**src/rtl/bufarb_pkg.sv**
```systemverilog
// bufarb_pkg: encodings shared by the buffer ownership arbiter and the
// rxbuf/txbuf instantiation glue.
//   MODE_*    : adr_mode select values driven into a buffer's adr_mode_i
//   state_e   : arbiter state encoding
//   arbitrate : fixed-priority pick ETH > DMA > BUS, with a one-shot DMA skip
//   state_mode: adr_mode value that belongs to an owner state
package bufarb_pkg;

  localparam logic [1:0] MODE_BUS = 2'b00;
  localparam logic [1:0] MODE_DMA = 2'b01;
  localparam logic [1:0] MODE_ETH = 2'b10;

  typedef enum logic [2:0] {
    ST_IDLE  = 3'd0,
    ST_BUS   = 3'd1,
    ST_DMA   = 3'd2,
    ST_ETH   = 3'd3,
    ST_GUARD = 3'd4
  } state_e;

  // After a DMA preemption the DMA request is ignored once so that the
  // waiting CPU bus actually gets the buffer.
  function automatic state_e arbitrate(input logic eth_req, input logic dma_req,
                                       input logic bus_req, input logic skip_dma);
    if (eth_req)                   return ST_ETH;
    else if (dma_req && !skip_dma) return ST_DMA;
    else if (bus_req)              return ST_BUS;
    else                           return ST_IDLE;
  endfunction

  // Idle and guard-exit-to-idle park the buffer in bus mode, which is
  // write-safe because the buffer gates writes with the bus strobe.
  function automatic logic [1:0] state_mode(input state_e st);
    case (st)
      ST_DMA:  return MODE_DMA;
      ST_ETH:  return MODE_ETH;
      default: return MODE_BUS;
    endcase
  endfunction

endpackage

```
**src/rtl/bufarb.sv**
```systemverilog
// bufarb: ownership arbiter and adr_mode sequencer for one RX/TX packet buffer.
// Grants the shared buffer port to the CPU bus, the DMA engine or the MAC,
// inserts GUARD idle cycles on every ownership change and bounds DMA hold
// time to HOLD_MAX cycles while the bus is waiting.
//   wb_clk_i   : clock
//   wb_rst_i   : synchronous active-high reset
//   bus_req_i  : CPU bus request (level)
//   dma_req_i  : DMA request (level)
//   eth_req_i  : MAC request (level)
//   bus_gnt_o  : bus owns the buffer
//   dma_gnt_o  : DMA owns the buffer
//   eth_gnt_o  : MAC owns the buffer
//   adr_mode_o : buffer select (00 bus, 01 DMA, 10 Ethernet)
//   busy_o     : arbiter not idle (owner active or guard running)
//   preempt_o  : one-cycle pulse when a DMA grant is revoked by hold timeout
module bufarb
  import bufarb_pkg::*;
#(
  parameter int GUARD    = 1,
  parameter int HOLD_MAX = 64,
  parameter int HOLD_W   = 7
) (
  input  logic       wb_clk_i,
  input  logic       wb_rst_i,
  input  logic       bus_req_i,
  input  logic       dma_req_i,
  input  logic       eth_req_i,
  output logic       bus_gnt_o,
  output logic       dma_gnt_o,
  output logic       eth_gnt_o,
  output logic [1:0] adr_mode_o,
  output logic       busy_o,
  output logic       preempt_o
);

  // Guard counter holds the number of guard cycles still to run after the
  // current one; re-arbitration happens when it reads zero.
  localparam logic [1:0]        GUARD_LAST = 2'(GUARD - 1);
  localparam logic [HOLD_W-1:0] HOLD_LAST  = HOLD_W'(HOLD_MAX - 1);

  state_e            state_q, state_d;
  logic [1:0]        guard_q, guard_d;
  logic [HOLD_W-1:0] hold_q, hold_d;
  logic              skip_q, skip_d;
  logic [1:0]        mode_q, mode_d;
  logic              preempt_d;
  logic              bus_gnt_q, dma_gnt_q, eth_gnt_q, busy_q, preempt_q;
  state_e            arb_next;

  assign arb_next = arbitrate(eth_req_i, dma_req_i, bus_req_i, skip_q);

  always_comb begin
    // NOTE: every next-state variable gets a default here so no path through
    // the case below leaves one unassigned, which would infer a latch.
    state_d   = state_q;
    guard_d   = guard_q;
    hold_d    = hold_q;
    skip_d    = skip_q;
    mode_d    = mode_q;
    preempt_d = 1'b0;

    case (state_q)
      ST_BUS: begin
        if (!bus_req_i) begin
          state_d = ST_GUARD;
          guard_d = GUARD_LAST;
        end
      end
      ST_ETH: begin
        if (!eth_req_i) begin
          state_d = ST_GUARD;
          guard_d = GUARD_LAST;
        end
      end
      ST_DMA: begin
        if (!dma_req_i) begin
          state_d = ST_GUARD;
          guard_d = GUARD_LAST;
        end else if (bus_req_i) begin
          if (hold_q == HOLD_LAST) begin
            state_d   = ST_GUARD;
            guard_d   = GUARD_LAST;
            preempt_d = 1'b1;
            skip_d    = 1'b1;
          end else if (hold_q != '1) begin
            hold_d = hold_q + 1'b1;
          end
        end else begin
          hold_d = '0;
        end
      end
      ST_GUARD: begin
        // adr_mode keeps the previous owner's value until the guard ends.
        if (guard_q != 2'd0) begin
          guard_d = guard_q - 2'd1;
        end else begin
          state_d = arb_next;
          mode_d  = state_mode(arb_next);
          hold_d  = '0;
          // The skip is spent once the bus is served or stops waiting.
          if (arb_next == ST_BUS || !bus_req_i) skip_d = 1'b0;
        end
      end
      default: begin  // ST_IDLE
        state_d = arb_next;
        mode_d  = state_mode(arb_next);
        hold_d  = '0;
        if (arb_next == ST_BUS || !bus_req_i) skip_d = 1'b0;
      end
    endcase
  end

  // Outputs are decoded from the next state so they are registered yet
  // change in the same cycle as the state itself.
  always_ff @(posedge wb_clk_i) begin
    // NOTE: sequential state uses non-blocking assignments so every register
    // samples pre-edge values regardless of statement order.
    if (wb_rst_i) begin
      state_q   <= ST_IDLE;
      guard_q   <= 2'd0;
      hold_q    <= '0;
      skip_q    <= 1'b0;
      mode_q    <= MODE_BUS;
      bus_gnt_q <= 1'b0;
      dma_gnt_q <= 1'b0;
      eth_gnt_q <= 1'b0;
      busy_q    <= 1'b0;
      preempt_q <= 1'b0;
    end else begin
      state_q   <= state_d;
      guard_q   <= guard_d;
      hold_q    <= hold_d;
      skip_q    <= skip_d;
      mode_q    <= mode_d;
      bus_gnt_q <= (state_d == ST_BUS);
      dma_gnt_q <= (state_d == ST_DMA);
      eth_gnt_q <= (state_d == ST_ETH);
      busy_q    <= (state_d != ST_IDLE);
      preempt_q <= preempt_d;
    end
  end

  assign bus_gnt_o  = bus_gnt_q;
  assign dma_gnt_o  = dma_gnt_q;
  assign eth_gnt_o  = eth_gnt_q;
  assign adr_mode_o = mode_q;
  assign busy_o     = busy_q;
  assign preempt_o  = preempt_q;

endmodule

```
**config.mk**
```make
export PLATFORM = sky130hd
export DESIGN_NAME = bufarb
export DESIGN_NICKNAME = d
export VERILOG_FILES = /design/src/rtl/bufarb_pkg.sv /design/src/rtl/bufarb.sv
export SDC_FILE = /design/constraint.sdc
export NUM_CORES = 1
export LEC_CHECK = 0
export ABC_AREA = 1
export CORE_MARGIN = 2
export CORE_UTILIZATION = 30
export CTS_BUF_LIST = sky130_fd_sc_hd__clkbuf_2
export CTS_CLUSTER_DIAMETER = 30
export DETAILED_ROUTE_END_ITERATION = 10
export GPL_ROUTABILITY_DRIVEN = 0
export SYNTH_ARGS = -nofsm -noshare
export SYNTH_HDL_FRONTEND = slang
export SYNTH_SLANG_ARGS = --single-unit
export TNS_END_PERCENT = 100
```
**constraint.sdc**
```tcl
create_clock -name wb_clk_i -period 4.1 [get_ports wb_clk_i]
set_clock_uncertainty 0.1 [all_clocks]
set_input_delay 0.82 -clock wb_clk_i [delete_from_list [all_inputs] [get_ports wb_clk_i]]
set_output_delay 0.82 -clock wb_clk_i [all_outputs]
set_load 0.03 [all_outputs]
```
==> impl_metrics.csv <==
group,metric,value,unit
run_status,status,"completed",
global_routing,grt_pass1_wl,3690,microns
cells_and_area,fillers,374,
detailed_routing,postRouteAntennaNets,0,
cts,cts_tree,"yes",
global_routing,grt-ovfl-total,0,
yosys,synth_top_area_share,36.2,%
critical_path,cp_max_fo,2,
critical_path,critPathCaptureType,"output pin",
power,p_per_area,574,mW/mm^2
hold_path,whs_path_depth,2,
yosys,yosysSeqAreaShare,36.2,%
timing,setup_viol,0,
cts,clk_latency,0.32,ns
floorplan,chipWidth,64.7,microns
detailed_routing,via_count,927,
timing,finalSetupTns,0,ns
yosys,avgSynthCellArea,7.37,sq um
timing,period_share,55.7,%
timing,min_period,2.29,ns
yosys,synth_xor_area_share,0,%
cts,clock-sinks,20,
placed_design,hpwlAfterDp,1550,microns
cells_and_area,syn_to_final_growth,17.0,%
yosys,synth-seq-cells,20,
yosys,ys_types,27,
power,p_total,0.743,mW
yosys,synth_flop_cell,"dfxtp_1",
global_routing,grt_pass1_vias,861,
cells_and_area,final_cells,211,
detailed_routing,drc,0,
timing,hold_viol,0,
floorplan,dieArea,0.00419,sq mm
critical_path,rr_endpoint,"guard_q[0]",
floorplan,start_util,30.7,%
floorplan,die_height,64.7,microns
yosys,synthMuxAreaShare,0,%
global_routing,grt_antenna_before_repair,0,
floorplan,core_area,0.00361,sq mm
timing,slew_violations,0,
floorplan,num_io_pins,12,
critical_path,crit_type,"flip-flop to output pin",
cells_and_area,final_layout_size_suffix_gt1_share,17.8,%
cts,htreeDepth,1,
timing,max_freq,0.438,GHz
detailed_routing,first_iter_violations,17,
yosys,synthTopCellsByArea,"dfxtp_1 36%, nand2_1 13%, inv_1 6.8%",
cells_and_area,layout.nets,171,
cells_and_area,multi_input_area,592,sq um
detailed_routing,routedWlPerCell,9.87,microns
critical_path,cp_slowest_stage_delay,0.67,ns
critical_path,critPathBufInv,1,
yosys,synthArstFlopShare,0,%
yosys,post-synth-top-count-cell,"nand2_1",
timing,fin_ws,1.81,ns
critical_path,worstPathCellList,"clkdlybuf4s50_1",
yosys,synth-edff-count,0,
critical_path,start_kind,"flip-flop",
yosys,yosysWarnings,0,
run,cap_viol_max_count,0,
floorplan,num_rows,22,
cts,cts_buffers,3,
placed_design,port_buffers,11,
yosys,synth_nets,157,
cts,post_cts_resized,0,
critical_path,worstRegToRegCells,10,
placed_design,dp_slack,1.69,ns
placed_design,placed_cell_area,0.00125,sq mm
timing,max_slew_margin,67.9,%
critical_path,crit_required,3.18,ns
cts,cts_setup_buffers,0,
yosys,syn-cell-area,0.00111,sq mm
critical_path,crit-reg2reg-launch,"hold_q[0]",
yosys,syn_inst,150,
timing,tightest_slew,0.481,ns
timing,rsz0062_at_grt,"no",
yosys,yosys.area_share.simple,43.0,%
yosys,yosysTopAreaCell,"dfxtp_1",
cts,path_clk_slew,0.20,ns
yosys,synth_commonest_cells,"39 x nand2_1, 20 x dfxtp_1, 20 x inv_1, 17 x nor2_1, 8 x nand3_1",
power,p_leak,0.599,nW
detailed_routing,vias_per_cell,4.39,
cts,clock_tree.root_cell,"clkbuf_2",
yosys,synth-compound-area-share,8.26,%
cells_and_area,num_antenna_cells,0,
placed_design,placed_cells_incl_taps,207,
cts,cts_buffer_depth,2,
cells_and_area,postLayoutCellArea,0.00129,sq mm
yosys,synthAdderAreaFrac,2.26,%
global_routing,track_usage,11.2,%
detailed_routing,wl,2080,microns
hold_path,hold_start,"adr_mode_o[0]",
critical_path,slowest_stage,"clkdlybuf4s50_1",
critical_path,crit_family,"buffers and inverters",
critical_path,r2r_setup_slack,2.39,ns
hold_path,hold_path.class,"flip-flop to flip-flop",
yosys,synth_top_family_by_area,"simple AND/OR/NAND/NOR gates",
cells_and_area,regArea,400,sq um
hold_path,hold_end,"adr_mode_o[0]",
cts,postCtsHoldBufs,0,
global_routing,grt_max_degree,15,
power,peakVddDrop,263,uV
critical_path,startpoint,"adr_mode_o[0]",
critical_path,worstPathArrival,1.37,ns
detailed_routing,firstDrtPassIters,4,
final cells by class:
| cell class | instances | area share (%) |
|---|---|---|
| Multi-Input combinational cell | 105 | 45.7 |
| Inverter | 23 | 6.67 |
| Clock inverter | 1 | 2.32 |
| Clock buffer | 3 | 1.16 |
| Tap cell | 48 | 4.64 |
| Timing Repair Buffer | 11 | 8.51 |
| Sequential cell | 20 | 30.9 |
cells in the final DEF (no fill, tap or decap):
master / count
nand4_1: 3
a211oi_1: 1
nand3b_2: 1
nand3_4: 3
dfxtp_1: 20
nor2_1: 17
nand3b_1: 1
ha_1: 2
nor2_8: 1
nor2_2: 4
nand3_2: 2
or2_2: 1
nor3_1: 1
inv_2: 3
o21ai_2: 3
nand2_1: 39
clkdlybuf4s50_1: 11
nand2_4: 1
clkbuf_2: 3
nand2_2: 4
bufinv_16: 1
o211ai_1: 1
o21ai_0: 2
o21ai_1: 1
nor2_4: 2
inv_1: 20
nand3_1: 8
a21oi_1: 7
how the worst max path moves through the flow:
stage	to	depth (start not counted)	slack [ns]
after floorplan	hold_q[1]	7	2.40
after global placement	guard_q[0]	10	1.72
after detailed placement	guard_q[0]	10	1.69
after CTS	adr_mode_o[0]	1	1.79
after global routing	adr_mode_o[1]	1	1.71
final	adr_mode_o[0]	1	1.81
power by group:
part           switching (mW)  leakage [nW]  internal [mW]  total, mW
combinational           0.203         0.408          0.122      0.325
clock                  0.0657        0.0266         0.0841      0.150
sequential             0.0305         0.164          0.238      0.269
total                   0.299         0.599          0.444      0.743
logic make-up (layout without fill, tap and decap cells):
group,after synthesis,after routing
AND/OR/NAND/NOR,88,88
buffers and inverters,25,38
flip-flops,20,20
AO/OA/AOI/OAI,15,15
adder cells (fa/ha/maj),2,2
routing by layer:
layer	wire length [microns]	vias up	global-route usage, %
li1	-	496	-
met1	1060	409	14.4
met2	917	18	18.2
met3	59	4	1.56
met4	45	0	5.59
met5	0	-	0
flip-flops by register name (all words and copies together), names as in the netlist:
register / count
adr_mode_o: 2
bus_gnt_o: 1
busy_o: 1
dma_gnt_o: 1
eth_gnt_o: 1
guard_q: 2
hold_q: 7
preempt_o: 1
skip_q: 1
state_q: 3
per-stage QoR:
step	hold WS [ns]	util, %
2_1_floorplan	0.352	-
3_3_place_gp	0.363	34.6
3_5_place_dp	0.360	34.6
4_1_cts	0.388	35.9
5_1_grt	0.406	35.9
6_report	0.383	35.9
No activity file was read; power rests on OpenSTA's default activity.
